===== src/rtl/grey_disp_pkg.sv =====
// Shared constants for the Grey-coded scan display: digit codes,
// 7-segment patterns and the slot index encoding.
package grey_disp_pkg;

  localparam logic [4:0] GREY_0 = 5'b00000;
  localparam logic [4:0] GREY_1 = 5'b00001;
  localparam logic [4:0] GREY_2 = 5'b00011;
  localparam logic [4:0] GREY_3 = 5'b00010;
  localparam logic [4:0] GREY_4 = 5'b00110;
  localparam logic [4:0] GREY_5 = 5'b00100;
  localparam logic [4:0] GREY_6 = 5'b01100;
  localparam logic [4:0] GREY_7 = 5'b01000;
  localparam logic [4:0] GREY_8 = 5'b11000;
  localparam logic [4:0] GREY_9 = 5'b10000;

  // Segments ordered {g,f,e,d,c,b,a}, active-high
  localparam logic [6:0] SEG_0    = 7'h3F;
  localparam logic [6:0] SEG_1    = 7'h06;
  localparam logic [6:0] SEG_2    = 7'h5B;
  localparam logic [6:0] SEG_3    = 7'h4F;
  localparam logic [6:0] SEG_4    = 7'h66;
  localparam logic [6:0] SEG_5    = 7'h6D;
  localparam logic [6:0] SEG_6    = 7'h7D;
  localparam logic [6:0] SEG_7    = 7'h07;
  localparam logic [6:0] SEG_8    = 7'h7F;
  localparam logic [6:0] SEG_9    = 7'h6F;
  localparam logic [6:0] SEG_DASH = 7'h40;
  localparam logic [6:0] SEG_OFF  = 7'h00;

  typedef enum logic [1:0] {
    SLOT_THOU = 2'd0,
    SLOT_HUND = 2'd1,
    SLOT_TENS = 2'd2,
    SLOT_ONES = 2'd3
  } slot_e;

  function automatic slot_e next_slot(input slot_e s);
    case (s)
      SLOT_THOU: return SLOT_HUND;
      SLOT_HUND: return SLOT_TENS;
      SLOT_TENS: return SLOT_ONES;
      default:   return SLOT_THOU;
    endcase
  endfunction

  function automatic logic [6:0] bcd_to_seg(input logic [3:0] bcd);
    case (bcd)
      4'd0:    return SEG_0;
      4'd1:    return SEG_1;
      4'd2:    return SEG_2;
      4'd3:    return SEG_3;
      4'd4:    return SEG_4;
      4'd5:    return SEG_5;
      4'd6:    return SEG_6;
      4'd7:    return SEG_7;
      4'd8:    return SEG_8;
      4'd9:    return SEG_9;
      default: return SEG_DASH;
    endcase
  endfunction

endpackage


===== src/rtl/grey_scan_display_if.sv =====
// Digit inputs and display-pin outputs of the scan display.
interface grey_scan_display_if;
  logic [4:0] i_thou;
  logic [4:0] i_hund;
  logic [4:0] i_tens;
  logic [4:0] i_ones;
  logic       i_lz_en;
  logic [6:0] o_seg;
  logic [3:0] o_digit_sel;
  logic       o_err;

  modport master (
    output i_thou, i_hund, i_tens, i_ones, i_lz_en,
    input  o_seg, o_digit_sel, o_err
  );

  modport slave (
    input  i_thou, i_hund, i_tens, i_ones, i_lz_en,
    output o_seg, o_digit_sel, o_err
  );
endinterface


===== src/rtl/grey_to_bcd.sv =====
// Combinational Grey-code digit decoder; flags codes outside the table.
module grey_to_bcd
  import grey_disp_pkg::*;
(
  input  logic [4:0] i_grey,
  output logic [3:0] o_bcd,
  output logic       o_valid
);

  // Table lookup; unknown codes report invalid with BCD 0
  always_comb begin
    o_bcd   = 4'd0;
    o_valid = 1'b1;
    case (i_grey)
      GREY_0:  o_bcd = 4'd0;
      GREY_1:  o_bcd = 4'd1;
      GREY_2:  o_bcd = 4'd2;
      GREY_3:  o_bcd = 4'd3;
      GREY_4:  o_bcd = 4'd4;
      GREY_5:  o_bcd = 4'd5;
      GREY_6:  o_bcd = 4'd6;
      GREY_7:  o_bcd = 4'd7;
      GREY_8:  o_bcd = 4'd8;
      GREY_9:  o_bcd = 4'd9;
      default: o_valid = 1'b0;
    endcase
  end

endmodule


===== src/rtl/grey_scan_display.sv =====
// Four-digit multiplexed 7-segment driver for Grey-coded digits with
// per-frame snapshot, inter-digit blanking, leading-zero suppression
// and a sticky invalid-code flag.
module grey_scan_display
  import grey_disp_pkg::*;
#(
  parameter int unsigned SCAN_DIV  = 1024,
  parameter int unsigned BLANK_CYC = 16
) (
  input logic           i_clk,
  input logic           i_rst_n,
  grey_scan_display_if.slave disp
);

  localparam int unsigned CNT_W = $clog2(SCAN_DIV);
  localparam logic [CNT_W-1:0] CNT_LAST  = CNT_W'(SCAN_DIV - 1);
  localparam logic [CNT_W-1:0] BLANK_END = CNT_W'(BLANK_CYC);

  logic [CNT_W-1:0] cnt_q, cnt_d;
  slot_e            idx_q, idx_d;
  logic [4:0]       thou_q, thou_d, hund_q, hund_d;
  logic [4:0]       tens_q, tens_d, ones_q, ones_d;
  logic [6:0]       seg_q, seg_d;
  logic [3:0]       sel_q, sel_d;
  logic             err_q, err_d;

  logic [4:0]       cur_grey;
  logic [3:0]       cur_bcd;
  logic             cur_valid;
  logic             blank_slot;
  logic [3:0]       onehot;

  // Prescaler, slot advance and end-of-frame snapshot of all four digits
  always_comb begin
    cnt_d  = cnt_q + 1'b1;
    idx_d  = idx_q;
    thou_d = thou_q;
    hund_d = hund_q;
    tens_d = tens_q;
    ones_d = ones_q;
    if (cnt_q == CNT_LAST) begin
      cnt_d = '0;
      idx_d = next_slot(idx_q);
      if (idx_q == SLOT_ONES) begin
        thou_d = disp.i_thou;
        hund_d = disp.i_hund;
        tens_d = disp.i_tens;
        ones_d = disp.i_ones;
      end
    end
  end

  // Select the current slot's shadow digit and its leading-zero blanking
  always_comb begin
    cur_grey   = ones_q;
    blank_slot = 1'b0;
    onehot     = 4'b0001;
    case (idx_q)
      SLOT_THOU: begin
        cur_grey   = thou_q;
        blank_slot = disp.i_lz_en && (thou_q == GREY_0);
        onehot     = 4'b1000;
      end
      SLOT_HUND: begin
        cur_grey   = hund_q;
        blank_slot = disp.i_lz_en && (thou_q == GREY_0) && (hund_q == GREY_0);
        onehot     = 4'b0100;
      end
      SLOT_TENS: begin
        cur_grey   = tens_q;
        blank_slot = disp.i_lz_en && (thou_q == GREY_0) && (hund_q == GREY_0)
                     && (tens_q == GREY_0);
        onehot     = 4'b0010;
      end
      default: begin
        cur_grey   = ones_q;
        blank_slot = 1'b0;
        onehot     = 4'b0001;
      end
    endcase
  end

  grey_to_bcd u_grey_to_bcd (
    .i_grey  (cur_grey),
    .o_bcd   (cur_bcd),
    .o_valid (cur_valid)
  );

  // Next display-pin values; error latches only when a dash is actually shown
  always_comb begin
    sel_d = '0;
    seg_d = SEG_OFF;
    err_d = err_q;
    if (cnt_q >= BLANK_END) begin
      sel_d = onehot;
      if (!blank_slot) begin
        seg_d = cur_valid ? bcd_to_seg(cur_bcd) : SEG_DASH;
        err_d = err_q | ~cur_valid;
      end
    end
  end

  // State and output registers
  always_ff @(posedge i_clk or negedge i_rst_n) begin
    if (!i_rst_n) begin
      cnt_q  <= '0;
      idx_q  <= SLOT_THOU;
      thou_q <= '0;
      hund_q <= '0;
      tens_q <= '0;
      ones_q <= '0;
      seg_q  <= SEG_OFF;
      sel_q  <= '0;
      err_q  <= 1'b0;
    end else begin
      cnt_q  <= cnt_d;
      idx_q  <= idx_d;
      thou_q <= thou_d;
      hund_q <= hund_d;
      tens_q <= tens_d;
      ones_q <= ones_d;
      seg_q  <= seg_d;
      sel_q  <= sel_d;
      err_q  <= err_d;
    end
  end

  assign disp.o_seg       = seg_q;
  assign disp.o_digit_sel = sel_q;
  assign disp.o_err       = err_q;

endmodule


===== src/flat_wrapper.sv =====
// flat-port wrapper written by rule: the top's interface ports become plain ports
module grey_scan_display_flat import grey_disp_pkg::*;
#(
  parameter int unsigned SCAN_DIV  = 1024,
  parameter int unsigned BLANK_CYC = 16
)
  (i_clk, i_rst_n, disp_i_thou, disp_i_hund, disp_i_tens, disp_i_ones, disp_i_lz_en, disp_o_seg, disp_o_digit_sel, disp_o_err);
  grey_scan_display_if disp_i ();
  input logic i_clk;
  input logic i_rst_n;
  input wire logic [$bits(disp_i.i_thou)-1:0] disp_i_thou;
  input wire logic [$bits(disp_i.i_hund)-1:0] disp_i_hund;
  input wire logic [$bits(disp_i.i_tens)-1:0] disp_i_tens;
  input wire logic [$bits(disp_i.i_ones)-1:0] disp_i_ones;
  input wire logic [$bits(disp_i.i_lz_en)-1:0] disp_i_lz_en;
  output wire logic [$bits(disp_i.o_seg)-1:0] disp_o_seg;
  output wire logic [$bits(disp_i.o_digit_sel)-1:0] disp_o_digit_sel;
  output wire logic [$bits(disp_i.o_err)-1:0] disp_o_err;
  assign disp_i.i_thou = disp_i_thou;
  assign disp_i.i_hund = disp_i_hund;
  assign disp_i.i_tens = disp_i_tens;
  assign disp_i.i_ones = disp_i_ones;
  assign disp_i.i_lz_en = disp_i_lz_en;
  assign disp_o_seg = disp_i.o_seg;
  assign disp_o_digit_sel = disp_i.o_digit_sel;
  assign disp_o_err = disp_i.o_err;
  grey_scan_display #(.SCAN_DIV(SCAN_DIV), .BLANK_CYC(BLANK_CYC)) u_core (.i_clk(i_clk), .i_rst_n(i_rst_n), .disp(disp_i));
endmodule

===== config.mk =====
export PLATFORM = sky130hd
export DESIGN_NAME = grey_scan_display_flat
export DESIGN_NICKNAME = d
export VERILOG_FILES = /design/src/rtl/grey_disp_pkg.sv /design/src/rtl/grey_scan_display_if.sv /design/src/rtl/grey_to_bcd.sv /design/src/rtl/grey_scan_display.sv /design/src/flat_wrapper.sv
export SDC_FILE = /design/constraint.sdc
export NUM_CORES = 1
export LEC_CHECK = 0
export CAP_MARGIN = 20
export CORE_ASPECT_RATIO = 0.5
export CORE_MARGIN = 1
export CORE_UTILIZATION = 54
export DETAILED_ROUTE_END_ITERATION = 10
export HOLD_SLACK_MARGIN = 0.12
export PLACE_DENSITY = 0.77
export REMOVE_ABC_BUFFERS = 1
export SYNTH_ARGS = -nofsm -noshare
export SYNTH_HDL_FRONTEND = slang
export SYNTH_HIERARCHICAL = 1
export SYNTH_SLANG_ARGS = --single-unit

===== constraint.sdc =====
create_clock -name i_clk -period 3.8 [get_ports i_clk]
set_clock_uncertainty 0.15 [all_clocks]
set_input_delay 0.76 -clock i_clk [delete_from_list [all_inputs] [get_ports i_clk]]
set_output_delay 0.76 -clock i_clk [all_outputs]
set_load 0.01 [all_outputs]

### Word level (Yosys, flattened, before mapping)

Memories as Yosys holds them, arrays and structs flattened.
Cells that the tools add are included.

| operators by class | value |
|---|---|
| mux-type cells | 11 |
| magnitude comparators | 1 |
| eq/ne operators | 13 |
| $add $sub $neg | 1 |
| reduce and logical (&&, ||, !) cells | 11 |
| bitwise logic cells | 3 |

Operator list:

| operator | number |
|---|---|
| 4-bit one-hot mux with 9 select lines | 1 |
| 7-bit 2-to-1 mux | 3 |
| 5-bit zero test | 4 |
| 5-bit one-hot mux with 3 select lines | 1 |
| 4-bit one-hot mux with 3 select lines | 1 |
| 10-bit by 1-bit adder with 10-bit output (second input constant) | 1 |
| 10-bit == test (second input constant) | 1 |
| 5-bit by 2-bit == test with 1-bit output (second input constant) | 2 |
| 5-bit by 3-bit == test with 1-bit output (second input constant) | 2 |
| 5-bit by 4-bit == test with 1-bit output (second input constant) | 2 |
| 5-bit == test (second input constant) | 2 |
| 10-bit by 5-bit >= comparator with 1-bit output (second input constant) | 1 |
| 10-bit 2-to-1 mux | 1 |
| 10-bit OR reduction | 1 |
| 2-bit one-hot mux with 3 select lines | 1 |
| 5-bit by 1-bit == test with 1-bit output (second input constant) | 1 |
| 2-bit == test (second input constant) | 2 |
| 4-bit 2-to-1 mux | 1 |
| 2-bit AND reduction | 2 |
| 1-bit logical AND | 3 |
| 1-bit one-hot mux with 3 select lines | 1 |
| 2-bit by 1-bit == test with 1-bit output (second input constant) | 1 |
| 2-bit zero test | 1 |
| 1-bit inverter | 2 |
| 2 further kinds | 2 |

| word-level totals | value |
|---|---|
| memories | 1 |
| output and inout port bits | 12 |
| memory bits (read-only) | 112 |
| bits in registers | 44 |

Memory list:

| name | depth | bits a word | read ports | clocked after memory_dff | wr ports | RTL line | RTL |
|---|---|---|---|---|---|---|---|
| (name not given) | 16 | 7 | 1 | 0 | 0 | grey_disp_pkg.sv:47 | `case (bcd)` |

### Logic depth before layout (Yosys ltp)

| logic depth | value |
|---|---|
| depth in word-level cells | 8 |
| mapped depth | 15 |
| gate-level depth less buffers | 13 |

### Cells and area by module

Netlist, hierarchy kept.

By module, submodules not included:

| module | cells each | times used | seq. area each (µm²) | area an instance (µm²) |
|---|---|---|---|---|
| grey_scan_display | 182 | 1 | 1101.1 | 2243.4 |
| grey_to_bcd | 20 | 1 | 0.0 | 126.4 |

### Least setup slack after synthesis

Ideal clock, no wire load.

| timing | value |
|---|---|
| path kind | flip-flop to flip-flop |
| from | register u_core.idx_q[0] |
| to | register u_core.seg_q[3], in the netlist u_core/disp.o_seg[3] |
| stages on the path, launching flop included | 13 |
| period minus slack after synthesis | 2885 ps |
| arrival time | 2610 ps |
| path buffers | 1 |
| library setup time | 125 ps |
| path slack | 915 ps |
| cell sequence | dfrtp_1 > inv_1 > ha_1 > clkbuf_1 > a222oi_1 > mux2i_1 > nor2_1 > a22oi_1 > nor2_1 > inv_1 > ha_1 > nand2_1 > a2111oi_0 |

| on the way | value |
|---|---|
| cells in the longest elaborated chain, start to end | 8 |
| elaborated cells between the ends (all ways) | 22 |
| those cells by class | eq/ne (11); mux (7); reduce/logical (3); memory (1) |

Ends and longest elaborated chain:

| item | RTL line | RTL |
|---|---|---|
| start, declared | grey_scan_display.sv:20 | `slot_e idx_q, idx_d;` |
| start signal, assigned | grey_scan_display.sv:117 | `idx_q <= idx_d;` |
| 2-bit == test, or another cell as far along | grey_scan_display.sv:58 | `case (idx_q)` |
| 5-bit one-hot mux with 3 select lines (*) | grey_scan_display.sv:58 |  |
| named net u_core.cur_grey[1] | grey_scan_display.sv:27 | `logic [4:0] cur_grey;` |
| 5-bit == test, or another cell as far along | grey_to_bcd.sv:14 | `case (i_grey)` |
| 4-bit one-hot mux with 9 select lines (*) | grey_to_bcd.sv:14 |  |
| named net u_core.cur_bcd[1] | grey_scan_display.sv:28 | `logic [3:0] cur_bcd;` |
| memory read 16 x 7 bit (*) | -- |  |
| 7-bit 2-to-1 mux (*) | grey_scan_display.sv:97 | `seg_d = cur_valid ? bcd_to_seg(cur_bcd) : SEG_DASH;` |
| 7-bit 2-to-1 mux (*) | grey_scan_display.sv:96 | `if (!blank_slot) begin` |
| 7-bit 2-to-1 mux (*) | grey_scan_display.sv:94 | `if (cnt_q >= BLANK_END) begin` |
| named net u_core.seg_d[3] | grey_scan_display.sv:23 | `logic [6:0] seg_q, seg_d;` |
| end signal, assigned | grey_scan_display.sv:122 | `seg_q <= seg_d;` |
| end, declared | grey_scan_display.sv:23 |  |

The timed path passes the listed nets; every way through them passes the cells marked *.
A chain may end at the register's enable or synchronous reset.

### Worst setup path in the final report

Same ends and word-level chain as after synthesis.

==> Implementation_results.wiki <==
{| class="wikitable"
! Metric !! Value
|-
| Type of the setup path with the least slack || register to register
|-
| Average footprint of a synthesized cell || 11.73 sq um
|-
| Max Clock Freq || ~300 MHz
|-
| Die area || about 4700 sq um
|-
| Share of total power in the clock network || 0.385
|-
| Global-route wire length before repair || roughly 8 mm
|-
| Final number of max-transition violations || 0
|-
| Detailed Place HPWL || 3.316 mm
|-
| Cell area after layout || a little under 3000 sq um
|-
| Final net count || between 200 and 300
|-
| Drt pass-1 iters || 5
|-
| Sequential share of the synthesized area || 0.4646
|-
| CTS tree || built
|-
| Period Utilization, post-route || 0.8843
|-
| Clock root buffer || clkbuf_8
|-
| Layout cells sized above 1 || 0.1494
|-
| Number of filler instances in the final layout || ~290
|-
| Count of pins on the block boundary || 35
|-
| Number of hold violations in the final report || 0
|-
| Total CTS buffers || 5
|-
| Tmin final || 3360 ps
|-
| Number of design-rule violations left by the first detailed-router iteration || about 150
|-
| Startpoint type of the worst setup path || register
|-
| Synth-to-layout area growth || 21.65%
|-
| Switching power of the nets || between 0.0002 and 0.00025 W
|-
| Effective utilization at floorplan || 0.5860
|-
| Worst slew margin relative to its limit || 0.5408
|-
| Sequential power share || 0.500
|-
| Design Power || ~0.001 W
|-
| Total number of H-tree levels || 2
|-
| Vias post-DR || 1619
|-
| Final sum of negative setup slack || 0 ps
|-
| Proportion of total power due to net switching || 0.2298
|-
| WP data required || 3830 ps
|-
| Maximum resistive drop on vdd || between 0.2 and 0.25 mV
|-
| CP Data Arrival Time || around 3400 ps
|-
| Hold/Removal Path Class || register to register
|-
| Total number of yosys warnings || 6
|-
| Post-Route WL || approximately 4.6 mm
|-
| Number of clock sinks seen by CTS || 44
|-
| Weighted congestion at the end of routability-driven global placement || between 0.8 and 0.9
|-
| Row Count || 16
|-
| Total setup violations reported at the end of the flow || 0
|-
| Endpoint class of the critical path || register
|-
| Leakage power of the design || approximately 1.3 nW
|-
| Standard cell core area || roughly 4000 sq um
|-
| Number of antenna violations at the first check in global routing || 0
|-
| Floorplan die height || between 40 and 50 um
|-
| Syn Inst Count || between 200 and 250
|-
| Vias per inst || between 5 and 6
|-
| PD cells || about 350 nW/um^2
|-
| Highest fanout seen on the critical path || 8
|-
| DRC viols || 0
|-
| Antenna-violating nets left || 0
|-
| Post-CTS clock slew at the launch and capture registers of the worst setup and hold paths || ~90 ps
|-
| Total cell area at the placement stage || around 2700 sq um
|-
| Remaining global-route overflow || 0
|-
| Post-route core utilization || 0.7129
|-
| P_int || roughly 0.00077 W
|-
| Diodes inserted || 0
|-
| Maximum number of pins on one net before global-route repair || 45
|-
| Total global routing track utilization || 0.2252
|-
| Yosys cell types || 40
|-
| Clock latency of the later-clocked register in the worst-skew pair || about 300 ps
|-
| Number of buffers added for setup after CTS || 0
|-
| Drt wl/cell || between 15 and 20 um
|-
| Register bit count reported by yosys || 44
|-
| Buffers from clock root to sink, at most || 2
|-
| Netlist area before placement || between 2000 and 2500 sq um
|-
| Status || completed
|-
| Max-cap violations || 0
|-
| Count of input and output buffers || 34
|-
| Worst Max-Slew Pin Slew || around 700 ps
|-
| Combinational share of power || 0.115
|-
| Number of global-route vias before repair || roughly 1600
|-
| Setup repair after global routing missed its margin || no
|-
| Horizontal die dimension || 95.69 um
|}
[path summary, 6_finish.rpt]
check / start / end / slack [ps] / cells after the start
max: u_core/idx_q[0] / u_core/disp.o_seg[3] / 440 / 11
max in group asynchronous: i_rst_n / u_core/hund_q[0] / 2460 / 3
min: u_core/disp.o_err / u_core/disp.o_err / 330 / 2
min reg2reg: u_core/disp.o_err / u_core/disp.o_err / 330 / 2
min in group asynchronous: i_rst_n / u_core/cnt_q[2] / 620 / 2
max reg2reg: u_core/idx_q[0] / u_core/disp.o_seg[3] / 440 / 11
[layout by cell type, fill, tap and decap left out, drive strengths merged]
master	instances
mux2	20
o21ai	7
clkdlybuf4s50	33
a21boi	2
clkinv	1
and2b	1
a22oi	1
nand2b	2
o21ba	1
or3	1
nor3	8
xnor2	4
nand4	2
inv	19
a31oi	1
nand2	13
a311oi	1
nand3	7
or4	2
nor2	10
a2111oi	1
buf	2
dfrtp	44
and2	5
dlygate4sd3	1
nand3b	1
bufinv	1
o21bai	2
o31ai	1
a222oi	5
ha	15
clkbuf	6
nor4	4
xor2	3
nor4b	3
mux2i	7
a211oi	1
a21oi	2
o211ai	1
[area by class of cell]
| class | count | area, sq um | area share |
|---|---|---|---|
| Multi-Input combinational cell | 134 | 1156 | 0.4010 |
| Tap cell | 54 | 67.56 | 0.02344 |
| Clock buffer | 6 | 82.58 | 0.02865 |
| Sequential cell | 44 | 1101 | 0.3819 |
| Timing Repair Buffer | 36 | 365.4 | 0.1267 |
| Inverter | 19 | 71.32 | 0.02474 |
| Clock inverter | 2 | 38.79 | 0.01345 |
[synth_stat cells, drive strengths merged]
library cell	count	share of area
o21ai	7	0.015
nor3	8	0.019
ha	15	0.079
buf	3	0.014
a2111oi	1	0.0037
a21boi	2	0.0063
a22oi	1	0.0032
or4	2	0.0063
mux2	20	0.13
nand3b	1	0.0032
a311oi	1	0.0037
a31oi	1	0.0026
nor4b	3	0.011
clkbuf	2	0.0032
nand2b	2	0.0053
o21ba	1	0.0042
o21bai	2	0.0063
a222oi	5	0.021
nand3	7	0.017
nor4	4	0.023
nand4	2	0.0053
a21oi	2	0.0042
or3	1	0.0026
nor2	10	0.016
and2	5	0.013
xor2	3	0.011
dfrtp	44	0.46
nand2	13	0.022
xnor2	4	0.015
o211ai	1	0.0032
and2b	1	0.0032
inv	19	0.030
a211oi	1	0.0032
mux2i	7	0.030
o31ai	1	0.0032
[kinds of logic after synthesis]
logic type,after synthesis,share of synthesized area
flip-flops,44,0.4646
XOR/XNOR,7,0.02587
multiplexers,27,0.1563
AND/OR/NAND/NOR,59,0.1468
adder cells (fa/ha/maj),15,0.07920
AO/OA/AOI/OAI,26,0.07973
buffers and inverters,24,0.04752
[power by group through the flow]
stage / sequential [W] / combinational [W] / clock (W)
after CTS: 0.000498 / 0.000112 / 0.000391
after floorplan: 0.000508 / 0.0000502 / 0
after global placement: 0.000507 / 0.000109 / 0
after global routing: 0.000500 / 0.000126 / 0.000412
after detailed placement: 0.000507 / 0.000111 / 0
final: 0.000498 / 0.000114 / 0.000384
[timing repair]
action                    4_1_cts  5_1_grt
resized for setup               0        0
hold endpoints to repair        0        1
hold buffers                    0        1
[state kept, by name, indices dropped and copies added (netlist names)]
register and flops:
u_core/cnt_q 10, u_core/disp.o_digit_sel 4, u_core/disp.o_err 1, u_core/disp.o_seg 7, u_core/hund_q 5, u_core/idx_q 2
u_core/ones_q 5, u_core/tens_q 5, u_core/thou_q 5
[stage by stage]
step / hold slack, ps / cells / setup slack, ps
floorplan: 314.4 / 197 / 974.2
global placement: 308.8 / 285 / 764.5
detailed placement: 317.4 / 285 / 508.5
CTS: 337.1 / 293 / 475.3
global route: 373.3 / 295 / 184.9
finish: 328.5 / 295 / 439.7
[metal layers]
metal / wire length [um] / global-route usage / up-vias
met1: 2250 / 0.3078 / 808
met2: 2166 / 0.3524 / 25
met3: 144 / 0.06386 / 7
met5: 0 / 0 / -
met4: 46 / 0.06219 / 0
li1: - / - / 779
[critical path, cell delays in order, from the launching register on]
cell	delay (ps)
dfrtp_1	430
inv_1	120
ha_1	320
a222oi_1	380
mux2i_1	240
nor2_1	230
a22oi_1	120
nor2_1	340
inv_1	160
ha_1	300
nand2_1	60
a2111oi_0	400
(Power assumes the default switching activity.)
==> variant: new RTL, config.mk and constraints unchanged <==
`SCAN_DIV` is set to 1024 in 2 places; all go to 2048.
--- a/src/rtl/grey_scan_display.sv
+++ b/src/rtl/grey_scan_display.sv
@@ -6,3 +6,3 @@
 #(
-  parameter int unsigned SCAN_DIV  = 1024,
+  parameter int unsigned SCAN_DIV  = 2048,
   parameter int unsigned BLANK_CYC = 16
--- a/src/flat_wrapper.sv
+++ b/src/flat_wrapper.sv
@@ -3,3 +3,3 @@
 #(
-  parameter int unsigned SCAN_DIV  = 1024,
+  parameter int unsigned SCAN_DIV  = 2048,
   parameter int unsigned BLANK_CYC = 16
Behaviour: no difference found for any inputs over 10 cycles, from zero or initial values and one cycle with i_rst_n low; that may be too few to reach the edited logic, so the function may still have changed.
==> variant against the unedited design <==
Wire length down 0.59%; cell area is 1.3% higher; worst setup slack better by 0.10 ns; total power shrank 0.71%; utilization up 0.22 points; via count increased by 0.25%; synthesized area rose by 2.1%; sequential cell count is 1 higher; largest power group unchanged; highest routed layer unchanged.
==> variant: results (changes against the unedited design) <==
- Synth area leaders: dfrtp_1, mux2_4, ha_1
- Netlist cell types: 38 (-5.0%)
- Fill cell count: 285 (-0.35%)
- Post-CTS Setup Repair Bufs: 0 (unchanged)
- Met2 WL: 2.14 mm (-1.4%)
- Register area share after synthesis: 46.6% (+0.097 points)
- Synth Area in Compound Gates: 7.14% (-0.83 points)
- Critical Path AT: 3.31 ns (-0.08 ns)
- Int Pwr: 776 uW (+1.2%)
- Worst vdd ir: 0.000156 V (-32%)
- Drt total wl: 4.58 mm (-0.59%)
- Drt first-iter violations: 111 (-23%)
- Multiplexer share of the synthesized area: 14.9% (-0.73 points)
- Share of layout cells above drive strength 1: 14.3% (-0.65 points)
- Met2 Usage GRT: 34.5% (-0.73 points)
- Met3 GRT Util: 4.73% (-1.7 points)
- GP Congestion: 0.863 (-3.2%)
- Slew of the pin with the lowest slew margin: 0.735 ns (+0.0484 ns)
- Met1 GRT Util: 29.4% (-1.4 points)
- R2R depth: 13 (+2)
- Largest net degree at the start of global routing: 46 (+2.2%)
- Maximum fanout along the worst path: 7 (-1)
- Worst Hold Class: input pin to async pin
- Xor/xnor share of the synthesized area: 3.26% (+0.67 points)
- LEAKAGE: 1.34 nW (+1.3%)
- Synth Area in Adders: 8.28% (+0.36 points)
- Gr usage total: 21.4% (-1.1 points)
- Final #Nets: 283 (+1.8%)
- Flop2flop setup slack: 0.54 ns (+0.10 ns)
- Via density: 5.43 (-1.1%)
- Synth top cells by count: dfrtp_1, mux2_4, inv_1
- R2R Path End: u_core/disp.o_seg[0]
- Vias in the first global route: 1635 (-0.061%)
- Max FFs per register: 11 (+1)
- Detail Placement HPWL: 3.39 mm (+2.1%)
- Final hold slack: 0.176 ns (-0.153 ns)
- Status: complete, no violations
- Delay-heaviest family, CP: compound AO/OA/AOI/OAI gates
- DRT Pass-1 Iters: 4 (-1)
variant: cell count changes in the layout (fill, tap and decap cells not counted), moves of 2 or more:
cell,change
nand3_1,+3
and4_1,+2
inv_1,-2
nand2_1,+2
nand4_1,-2
variant: final cells by class:
| cell class | count | area share (%) |
|---|---|---|
| inverters | 17 | 2.19 |
| clock inverters | 1 | 1.03 |
| clock buffers | 7 | 2.96 |
| multi-input cells | 140 | 40.8 |
| repair buffers | 35 | 12.2 |
| well taps | 54 | 2.31 |
| flip-flops and latches | 45 | 38.6 |
variant: per-stage QoR:
| step | setup WS [ns] | utilization [%] | area, um^2 | std cells |
|---|---|---|---|---|
| finish | 0.544 | 71.5 | 2920 | 299 |
| global route | 0.270 | 71.5 | 2920 | 299 |
| CTS | 0.547 | 71.0 | 2900 | 298 |
| detailed placement | 0.584 | 68.2 | 2780 | 290 |
| global placement | 0.719 | 68.2 | 2780 | 290 |
| floorplan | 1.08 | - | 2380 | 202 |
variant: worst max-delay path by stage:
stage | slack [ns] | depth (start not counted) | end | start
after global placement | 0.72 | 12 | u_core/disp.o_seg[4] | u_core/idx_q[0]
after detailed placement | 0.58 | 13 | u_core/disp.o_seg[0] | u_core/idx_q[0]
after floorplan | 1.08 | 12 | u_core/disp.o_seg[4] | u_core/idx_q[0]
after global routing | 0.27 | 12 | u_core/disp.o_seg[4] | u_core/idx_q[0]
after CTS | 0.55 | 13 | u_core/disp.o_seg[0] | u_core/idx_q[0]
final | 0.54 | 13 | u_core/disp.o_seg[0] | u_core/idx_q[0]
variant: power by group through the flow:
stage          combinational (mW)  sequential (mW)  clock [mW]
3_5_place_dp                0.112            0.518           0
3_3_place_gp                0.109            0.517           0
6_report                    0.113            0.509       0.367
4_1_cts                     0.112            0.509       0.381
2_1_floorplan              0.0502            0.519           0
5_1_grt                     0.124            0.511       0.406
